[config.mk]
export PLATFORM = sky130hd
export DESIGN_NAME = mem_ctrl
export DESIGN_NICKNAME = d
export VERILOG_FILES = /design/src/rtl/mem_ctrl.sv
export SDC_FILE = /design/constraint.sdc
export NUM_CORES = 1
export LEC_CHECK = 0
export ABC_AREA = 1
export CORE_MARGIN = 2
export CORE_UTILIZATION = 45
export DETAILED_ROUTE_END_ITERATION = 10
export DONT_BUFFER_PORTS = 1
export GPL_ROUTABILITY_DRIVEN = 0
export MAX_ROUTING_LAYER = met4
export SYNTH_ARGS = -nofsm -noshare
export SYNTH_HDL_FRONTEND = slang
export SYNTH_SLANG_ARGS = --single-unit
[constraint.sdc]
create_clock -name clk -period 2.6 [get_ports clk]
set_input_delay 0.13 -clock clk [delete_from_list [all_inputs] [get_ports clk]]
set_output_delay 0.13 -clock clk [all_outputs]
set_load 0.05 [all_outputs]
[src/rtl/mem_ctrl.sv]
// mem_ctrl: CPU-side memory/MMIO controller.
// Turns 16-bit byte-addressed CPU read/write strobes into word accesses on a
// synchronous RAM with fixed read latency, or into a small MMIO register file.
// Read data returns with a one-cycle valid pulse. Wait request is held while a
// read is outstanding.
//
// MMIO map (byte addresses):
//   0x8000 LED        RW  low LED_W bits
//   0x8002 switches   RO
//   0x8004 status     RO  bit0 = sticky error, cleared by reading it
//   0x8006 cycle lo   RO  also latches the counter high word
//   0x8008 cycle hi   RO  high word latched by the last 0x8006 read
//
// Build option: define MEM_CTRL_CYCLE_CNT_EN to build the 32-bit free-running
// cycle counter and its high-word latch. When the option is left undefined,
// 0x8006/0x8008 stay mapped read-only registers that return 0x0000.
//
// Parameter limits: RAM_LAT 1..3, RAM_AW <= 15, LED_W <= 16.

module mem_ctrl #(
    parameter int RAM_AW  = 12,
    parameter int RAM_LAT = 1,
    parameter int LED_W   = 10
) (
    input  logic              clk,
    input  logic              reset,
    input  logic [15:0]       i_mem_addr,
    input  logic              i_mem_rd,
    input  logic              i_mem_wr,
    input  logic [15:0]       i_mem_wrdata,
    output logic [15:0]       o_mem_rddata,
    output logic              o_mem_rddatavalid,
    output logic              o_waitrequest,
    output logic [RAM_AW-1:0] o_ram_addr,
    output logic              o_ram_wr,
    output logic [15:0]       o_ram_wrdata,
    input  logic [15:0]       i_ram_rddata,
    input  logic [15:0]       i_switches,
    output logic [LED_W-1:0]  o_leds
);

    typedef enum logic [1:0] {
        IDLE    = 2'd0,
        RD_WAIT = 2'd1,
        RESP    = 2'd2
    } state_t;

    // MMIO register index taken from the word address bits [3:1].
    localparam logic [2:0] REG_LED    = 3'd0;
    localparam logic [2:0] REG_SW     = 3'd1;
    localparam logic [2:0] REG_STATUS = 3'd2;
    localparam logic [2:0] REG_CNT_LO = 3'd3;
    localparam logic [2:0] REG_CNT_HI = 3'd4;

    state_t            state_q, state_d;
    logic [1:0]        lat_q;
    logic [RAM_AW-1:0] addr_q;
    logic              error_q;
    logic [15:0]       mmio_rdata;
    logic [15:0]       cnt_lo;
    logic [15:0]       cnt_hi;

    // Byte-address bit 0 never selects anything. Word accesses only.
    logic unused_addr_bit0;
    assign unused_addr_bit0 = i_mem_addr[0];

    // Request decode. A new request is only accepted in IDLE.
    logic       is_mmio, mmio_hit, in_idle;
    logic       acc_wr, acc_rd, acc_both;
    logic       err_set, err_clr, cnt_lo_rd;
    logic [2:0] reg_sel;

    assign is_mmio  = i_mem_addr[15];
    assign reg_sel  = i_mem_addr[3:1];
    assign mmio_hit = (i_mem_addr[14:4] == '0) && (reg_sel <= REG_CNT_HI);
    assign in_idle  = (state_q == IDLE);
    assign acc_wr   = in_idle && i_mem_wr;
    assign acc_rd   = in_idle && i_mem_rd && !i_mem_wr;
    assign acc_both = in_idle && i_mem_rd && i_mem_wr;

    // The error flag is set by a simultaneous read and write, by a write to a
    // read-only or unmapped MMIO address, or by a read of an unmapped address.
    assign err_set = acc_both
                   || (acc_wr && is_mmio && !(mmio_hit && reg_sel == REG_LED))
                   || (acc_rd && is_mmio && !mmio_hit);
    assign err_clr   = acc_rd && is_mmio && mmio_hit && (reg_sel == REG_STATUS);
    assign cnt_lo_rd = acc_rd && is_mmio && mmio_hit && (reg_sel == REG_CNT_LO);

    assign o_ram_wrdata = i_mem_wrdata;

`ifdef MEM_CTRL_CYCLE_CNT_EN
    logic [31:0] cyc_cnt_q;
    logic [15:0] cyc_hi_q;

    // Free-running cycle counter. The high word is latched with every low-word
    // read so that a lo/hi read pair sees a consistent 32-bit value.
    always_ff @(posedge clk or posedge reset) begin
        if (reset) begin
            cyc_cnt_q <= '0;
            cyc_hi_q  <= '0;
        end else begin
            cyc_cnt_q <= cyc_cnt_q + 32'd1;
            if (cnt_lo_rd)
                cyc_hi_q <= cyc_cnt_q[31:16];
        end
    end

    assign cnt_lo = cyc_cnt_q[15:0];
    assign cnt_hi = cyc_hi_q;
`else
    logic unused_cnt_lo_rd;
    assign unused_cnt_lo_rd = cnt_lo_rd;
    assign cnt_lo = '0;
    assign cnt_hi = '0;
`endif

    // MMIO read mux. Unmapped addresses read as zero.
    always_comb begin
        // NOTE: every combinational output gets a default before the case, so a
        // missing branch cannot infer a latch.
        mmio_rdata = '0;
        if (mmio_hit) begin
            case (reg_sel)
                REG_LED:    mmio_rdata = 16'(o_leds);
                REG_SW:     mmio_rdata = i_switches;
                REG_STATUS: mmio_rdata = {15'd0, error_q};
                REG_CNT_LO: mmio_rdata = cnt_lo;
                REG_CNT_HI: mmio_rdata = cnt_hi;
                default:    mmio_rdata = '0;
            endcase
        end
    end

    // FSM state register.
    always_ff @(posedge clk or posedge reset) begin
        // NOTE: state uses non-blocking assignments, so every register in this
        // design samples pre-edge values regardless of block ordering.
        if (reset)
            state_q <= IDLE;
        else
            state_q <= state_d;
    end

    // Next state and handshake/RAM strobes.
    always_comb begin
        state_d           = state_q;
        o_waitrequest     = 1'b1;
        o_mem_rddatavalid = 1'b0;
        o_ram_wr          = 1'b0;
        o_ram_addr        = i_mem_addr[RAM_AW:1];
        case (state_q)
            IDLE: begin
                o_waitrequest = 1'b0;
                // The write reaches the RAM in the accept cycle itself. It is
                // gated by reset so that no write can slip through during reset.
                o_ram_wr      = i_mem_wr && !is_mmio && !reset;
                if (acc_rd)
                    state_d = is_mmio ? RESP : RD_WAIT;
            end
            RD_WAIT: begin
                o_ram_addr = addr_q;
                // lat_q reaches zero on this edge, so the RAM data is due now.
                if (lat_q == 2'd1)
                    state_d = RESP;
            end
            RESP: begin
                o_mem_rddatavalid = 1'b1;
                state_d           = IDLE;
            end
            default: state_d = IDLE;
        endcase
    end

    // Read datapath: latency counter, held RAM address and returned data.
    always_ff @(posedge clk or posedge reset) begin
        if (reset) begin
            lat_q        <= '0;
            addr_q       <= '0;
            o_mem_rddata <= '0;
        end else begin
            if (acc_rd && !is_mmio) begin
                lat_q  <= 2'(RAM_LAT);
                addr_q <= i_mem_addr[RAM_AW:1];
            end else if (state_q == RD_WAIT) begin
                lat_q <= lat_q - 2'd1;
            end

            if (acc_rd && is_mmio)
                o_mem_rddata <= mmio_rdata;
            else if (state_q == RD_WAIT && lat_q == 2'd1)
                o_mem_rddata <= i_ram_rddata;
        end
    end

    // MMIO write-side registers: LEDs and sticky error.
    always_ff @(posedge clk or posedge reset) begin
        if (reset) begin
            o_leds  <= '0;
            error_q <= 1'b0;
        end else begin
            if (acc_wr && is_mmio && mmio_hit && reg_sel == REG_LED)
                o_leds <= i_mem_wrdata[LED_W-1:0];
            if (err_set)
                error_q <= 1'b1;
            else if (err_clr)
                error_q <= 1'b0;
        end
    end

endmodule

==> out/metrics.csv, run 1 <==
metric;value;unit
worst_setup_path_start_kind;flip-flop;
synth.avg_cell_area;7.270;um2
finClkSkew;3.820;ps
core_region_area;0.005473;mm2
grt_max_degree;44;
clk_latency;290;ps
numPortBuffers;0;
drive_gt1_frac;0.09714;
timing.hold.ws;18.65;ps
std_cell_rows;27;
reg2reg_setup_slack;790;ps
layout_commonest_cell;nand2_1;
drtIter0Drc;163;
fillers;555;
root_buffer;clkbuf_8;
finalMaxSlewViolations;0;
grt_pass1_wl;9.556;mm
antenna_found_initial;0;
design_area;0.002740;mm2
clockBufferDepth;2;
grt-ovfl-total;0;
grtUsageTotal;0.2040;
finalCriticalPeriod;1989;ps
finalPower;2766;uW
drtPass1Iterations;4;
power_density;1010;mW/mm2
yosysSeqAreaShare;0.4253;
cp_max_fo;26;
crit_chain;nor2_4 -> nand2_1 -> o21ai_1;
die_area;0.006238;mm2
end_kind;primary output;
via_per_inst;5.000;
yosysWarnings;0;
cts_tree;built;
numCtsBuffers;5;
ant_nets;0;
finalCritPeriodShare;0.7649;
mappedNetlistNets;417;
htree_num_levels;2;
crit_path_top_delay_cell;o21ai_1;
worstPathArrival;1860;ps
syn_area;0.002530;mm2
drcViolationCount;0;
hold_violations;0;
routed-via-count;2110;
die_w;78.98;um
tightest_slew;1008;ps
fin_nets;418;
clkSinkCount;43;
ctsResizeCount;0;
cp_top_family;simple AND/OR/NAND/NOR gates;
p_leak;0.001438;uW
pin_count;125;
final_cell_mix;nand2_1, dfrtp_1, inv_1, nand3_1, nor2_1;
path_class;reg2out;
synth-seq-cells;43;
status;finished, final reports clean;
syn_inst;348;
yosysUniqueCellTypes;25;
slowest_delay;560;ps
ir_worst_vdd;0.5411;mV
setup_viol;0;
hp-class;in2reg;
start_util;0.4623;
critPathBufInv;0;
fmax;502.9;MHz
grt_pass1_vias;1964;
rsz0062_at_grt;no;
chipHeight;78.98;um
fin_tns_setup;0;ps
post_dp_cell_area;0.002470;mm2
slew_headroom;0.3236;
drv_cap;0;
required;2470;ps
wl_per_cell;14.05;um
areaGrowthSynthToFinish;8.309;%
finalWirelength;5.930;mm
antennaDiodeCount;0;
path_clk_slew;80;ps
dpl.hpwl;4.119;mm
==> cells in the mapped netlist <==
library cell / instances / share of area
ha_1: 1 / 0.0049
nor4_1: 1 / 0.0025
o21ai_0: 28 / 0.055
nand2_2: 1 / 0.0025
a21oi_1: 8 / 0.016
inv_1: 28 / 0.042
o21ai_1: 5 / 0.0099
nor2_8: 1 / 0.0079
buf_2: 8 / 0.016
inv_2: 3 / 0.0045
nor2_4: 4 / 0.018
nand3_1: 24 / 0.047
nor2_1: 22 / 0.033
nor2_2: 3 / 0.0074
nand4_1: 12 / 0.030
nand2_1: 127 / 0.19
nand3_2: 2 / 0.0079
buf_6: 3 / 0.013
or2_2: 1 / 0.0025
buf_4: 17 / 0.050
nor3_1: 1 / 0.0020
clkbuf_1: 2 / 0.0030
nand2_4: 2 / 0.0089
inv_4: 1 / 0.0025
dfrtp_1: 43 / 0.43
==> where the power goes <==
part / switching (uW) / leakage [uW] / internal (uW) / total, uW
Sequential: 577 / 0.000541 / 890 / 1470
Combinational: 601 / 0.000846 / 242 / 843
Clock: 215 / 0.0000515 / 242 / 457
==> layer usage <==
layer,track usage,wire length (um)
met5,-,0
met4,0.05862,30
met3,0.05000,348
met2,0.3119,2902
met1,0.2721,2648
==> state kept, by name (all words and copies together), names as in the netlist <==
name and count:
o_mem_rddata 16, addr_q 12, o_leds 10, lat_q 2, state_q 2, error_q 1
==> repair_timing <==
item	in CTS	in global routing
hold buffers	17	0
endpoints found under the hold margin	59	0
buffers inserted	0	0
==> worst register-to-register path: cells and delay by family, from the launching register on <==
family / cells / cell delay (ps)
simple gates: 5 / 1130
flops: 1 / 440
buf+inv: 1 / 140
==> logic make-up (layout without fill, tap and decap cells) <==
group | Yosys count | after routing | share of synthesized area
and+or+nand+nor | 201 | 201 | 0.3576
adders and majority gates | 1 | 1 | 0.004945
DFF | 43 | 43 | 0.4253
AOI/OAI and AO/OA | 41 | 41 | 0.08111
buffers and inverters | 62 | 64 | 0.1311
==> stage by stage <==
| stage | util | setup slack [ps] | std cells |
|---|---|---|---|
| after floorplan | - | 159.0 | 348 |
| after global placement | 0.4513 | 715.6 | 397 |
| after detailed placement | 0.4513 | 670.8 | 397 |
| after CTS | 0.5007 | 593.9 | 422 |
| after global routing | 0.5007 | 508.3 | 422 |
| final | 0.5007 | 611.4 | 422 |
==> final timing paths <==
path	start	end	cells past startpoint
min in group asynchronous	reset	addr_q[11]$_DFFE_PP0P_	2
hold reg to reg	addr_q[1]$_DFFE_PP0P_	addr_q[1]$_DFFE_PP0P_	2
setup reg to reg	state_q[1]$_DFFE_PP0P_	o_mem_rddata[7]$_DFFE_PP0P_	6
max in group asynchronous	reset	addr_q[3]$_DFFE_PP0P_	2
hold / removal	i_mem_addr[6]	addr_q[5]$_DFFE_PP0P_	2
setup / recovery	state_q[1]$_DFFE_PP0P_	o_ram_addr[1]	3
==> area by class of cell <==
type	count	area [um2]	share of cell area
Multi-Input combinational cell	243	1129	0.4119
Sequential cell	43	1076	0.3927
Timing Repair Buffer	24	222.7	0.08128
Inverter	32	122.6	0.04475
Clock buffer	8	100.1	0.03653
Tap cell	72	90.09	0.03288
Note: power is estimated with default switching activity, not from simulation.
==> run 2, diff against run 1 <==
--- a/config.mk
+++ b/config.mk
@@ -5,7 +5,7 @@
 export SDC_FILE = /design/constraint.sdc
 export NUM_CORES = 1
 export LEC_CHECK = 0
-export ABC_AREA = 1
+export ABC_AREA = 0
 export CORE_MARGIN = 2
 export CORE_UTILIZATION = 45
 export DETAILED_ROUTE_END_ITERATION = 10
==> constraint.sdc (replaced) <==
create_clock -name clk -period 2 [get_ports clk]
set_input_delay 0.1 -clock clk [delete_from_list [all_inputs] [get_ports clk]]
set_output_delay 0.1 -clock clk [all_outputs]
set_load 0.05 [all_outputs]
==> run 2 against run 1 <==
Effect of this change: register-to-register slack lost 500 ps; combinational power rose by 57%; synthesized area shrank 7.8%; global-route usage is 1.2 points higher; die area down 7.4%; cell count shrank 30%; total power grew 41%; synthesized cell count down 41%; core utilization rose by 4.4 points; first-iteration DRC count shrank 58%; largest power group unchanged.
==> out/metrics.csv, run 2 <==
metric;value;unit
status;finished, final reports clean;
yosysSeqAreaShare;0.4614;
grt_pass1_wl;9.591;mm
mappedNetlistNets;274;
power_frac_seq;0.509;
start_util;0.4625;
power_frac_clock;0.154;
slew_headroom;0.4116;
via_per_inst;5.926;
top_register;o_mem_rddata;
swShare;0.4736;
post_dp_cell_area;0.002356;mm2
setup_slack;287.1;ps
core_region_area;0.005042;mm2
finalWirelength;5.984;mm
drive_gt1_frac;0.3009;
largest_reg_flops;16;
grt_pass1_vias;1880;
antenna_found_initial;0;
numPortBuffers;0;
htree_num_levels;2;
ant_nets;0;
path_clk_slew;70;ps
finalCriticalPeriod;1713;ps
worst_setup_path_start_kind;flip-flop;
clkSinkCount;43;
fillers;439;
pin_count;125;
p_leak;0.001151;uW
dpl.hpwl;4.139;mm
yosysWarnings;0;
root_buffer;clkbuf_8;
finalCritPeriodShare;0.8564;
finalMaxSlewViolations;0;
fin_cells;296;
finClkSkew;3.789;ps
synth-seq-cells;43;
power_density;1423;mW/mm2
design_area;0.002746;mm2
grtUsageTotal;0.2157;
post-place-cells;259;
clockBufferDepth;2;
chipHeight;75.99;um
std_cell_rows;26;
die_w;75.99;um
setup_viol;0;
p_sw;1851;uW
end_kind;flip-flop;
drtPass1Iterations;4;
ctsResizeCount;0;
synth_edf_count;0;
ir_worst_vdd;0.7306;mV
ff_latch_area;0.001076;mm2
yosysUniqueCellTypes;29;
power_frac_comb;0.338;
multi_input_area;0.001064;mm2
layout_commonest_cell;dfrtp_1;
die_area;0.005774;mm2
antennaDiodeCount;0;
fin_nets;294;
synth.most_common_cell;dfrtp_1;
drv_cap;0;
drcViolationCount;0;
cts_tree;built;
cts.hold.buffers_added;29;
grt-ovfl-total;0;
rsz0062_at_grt;no;
numCtsBuffers;5;
areaGrowthSynthToFinish;17.76;%
yosysTopAreaCellShare;0.4614;
final_cell_mix;dfrtp_1, mux2_2, dlygate4sd3_1, o21ai_0, nand4_1;
p_int;2057;uW
syn_area;0.002332;mm2
required;2180;ps
cp_max_fo;10;
clk_latency;290;ps
routed-via-count;1754;
fin_tns_setup;0;ps
syn_inst;205;
finalPower;3908;uW
synth.avg_cell_area;11.38;um2
reg_top3;o_mem_rddata: 16 flops, addr_q: 12 flops, o_leds: 10 flops;
drtIter0Drc;69;
ys.flop_type;dfrtp_1;
cts_setup_buffers;0;
hold_violations;0;
pre_cts_ws;304.9;ps
yosysTopAreaCell;dfrtp_1;
path_class;reg2reg;
worstPathArrival;1890;ps
tightest_slew;881.3;ps
async_reset_ff_frac;1.000;
yosys-top-cells-area;dfrtp_1, mux2_2, a2bb2oi_1;
grt_max_degree;44;
hp-class;in2reg;
fmax;583.8;MHz
wl_per_cell;20.22;um
synthTopCellsByCount;dfrtp_1, mux2_2, o21ai_0;
run 2: changes by cell type after synthesis, moves of 15 or more:
cell,before,now
nor2_1,22,2
nand3_1,24,3
inv_1,28,5
mux2_2,0,41
a2bb2oi_1,0,15
nand2_1,127,6
run 2: power groups by stage:
stage	Sequential [uW]	Clock (uW)	Combinational [uW]
global route	2020	654	1420
global placement	1980	0	1240
CTS	1980	619	1340
detailed placement	2000	0	1280
finish	1990	600	1320
floorplan	1930	0	1140
run 2: kinds of logic (layout without fill, tap and decap cells):
logic type                 after synthesis  count (layout)  synth area share
muxes                                   44              44            0.2108
AOI/OAI and AO/OA                       39              39            0.1111
DFF                                     43              43            0.4614
xor gates and xnor gates                 1               1          0.003756
buffers and inverters                   34              55           0.08262
adders and majority gates                1               1          0.005364
and+or+nand+nor                         43              43            0.1250
run 2: final cells by class:
type                            count  area share
Inverter                            5    0.006834
Multi-Input combinational cell    128      0.3872
Clock buffer                        8     0.03645
Sequential cell                    43      0.3918
Tap cell                           70     0.03189
Timing Repair Buffer               42      0.1458
run 2: final timing paths:
kind / slack (ps) / startpoint / end / cells after the start
worst max register to register: 290 / state_q[1]$_DFFE_PP0P_ / o_leds[9]$_DFFE_PP0P_ / 5
min in group asynchronous: 450 / reset / addr_q[9]$_DFFE_PP0P_ / 2
worst min-delay path: 20 / i_ram_rddata[0] / o_mem_rddata[0]$_DFFE_PP0P_ / 2
max in group asynchronous: 990 / reset / o_mem_rddata[14]$_DFFE_PP0P_ / 2
worst min register to register: 490 / addr_q[1]$_DFFE_PP0P_ / addr_q[1]$_DFFE_PP0P_ / 2
worst max-delay path: 290 / state_q[1]$_DFFE_PP0P_ / o_leds[9]$_DFFE_PP0P_ / 5
run 2: critical path, cell delays in order (launching register included):
cell     delay, ps
dfrtp_1        390
nor2_1         240
nand3_1        210
nor4_4         170
buf_4          230
mux2_2         350
run 2: per-layer routing:
metal	vias to the layer above	wire length (um)	global-route usage
met4	0	95	0.06727
met5	-	0	-
met3	15	360	0.04976
met1	867	2337	0.2413
li1	787	-	-
met2	85	3190	0.3839
run 2: metrics by stage:
stage / hold WS, ps / util
after global placement: 200.3 / 0.4672
after detailed placement: 200.3 / 0.4672
final: 22.31 / 0.5447
after CTS: 9.624 / 0.5447
after global routing: 11.30 / 0.5447
after floorplan: 199.1 / -
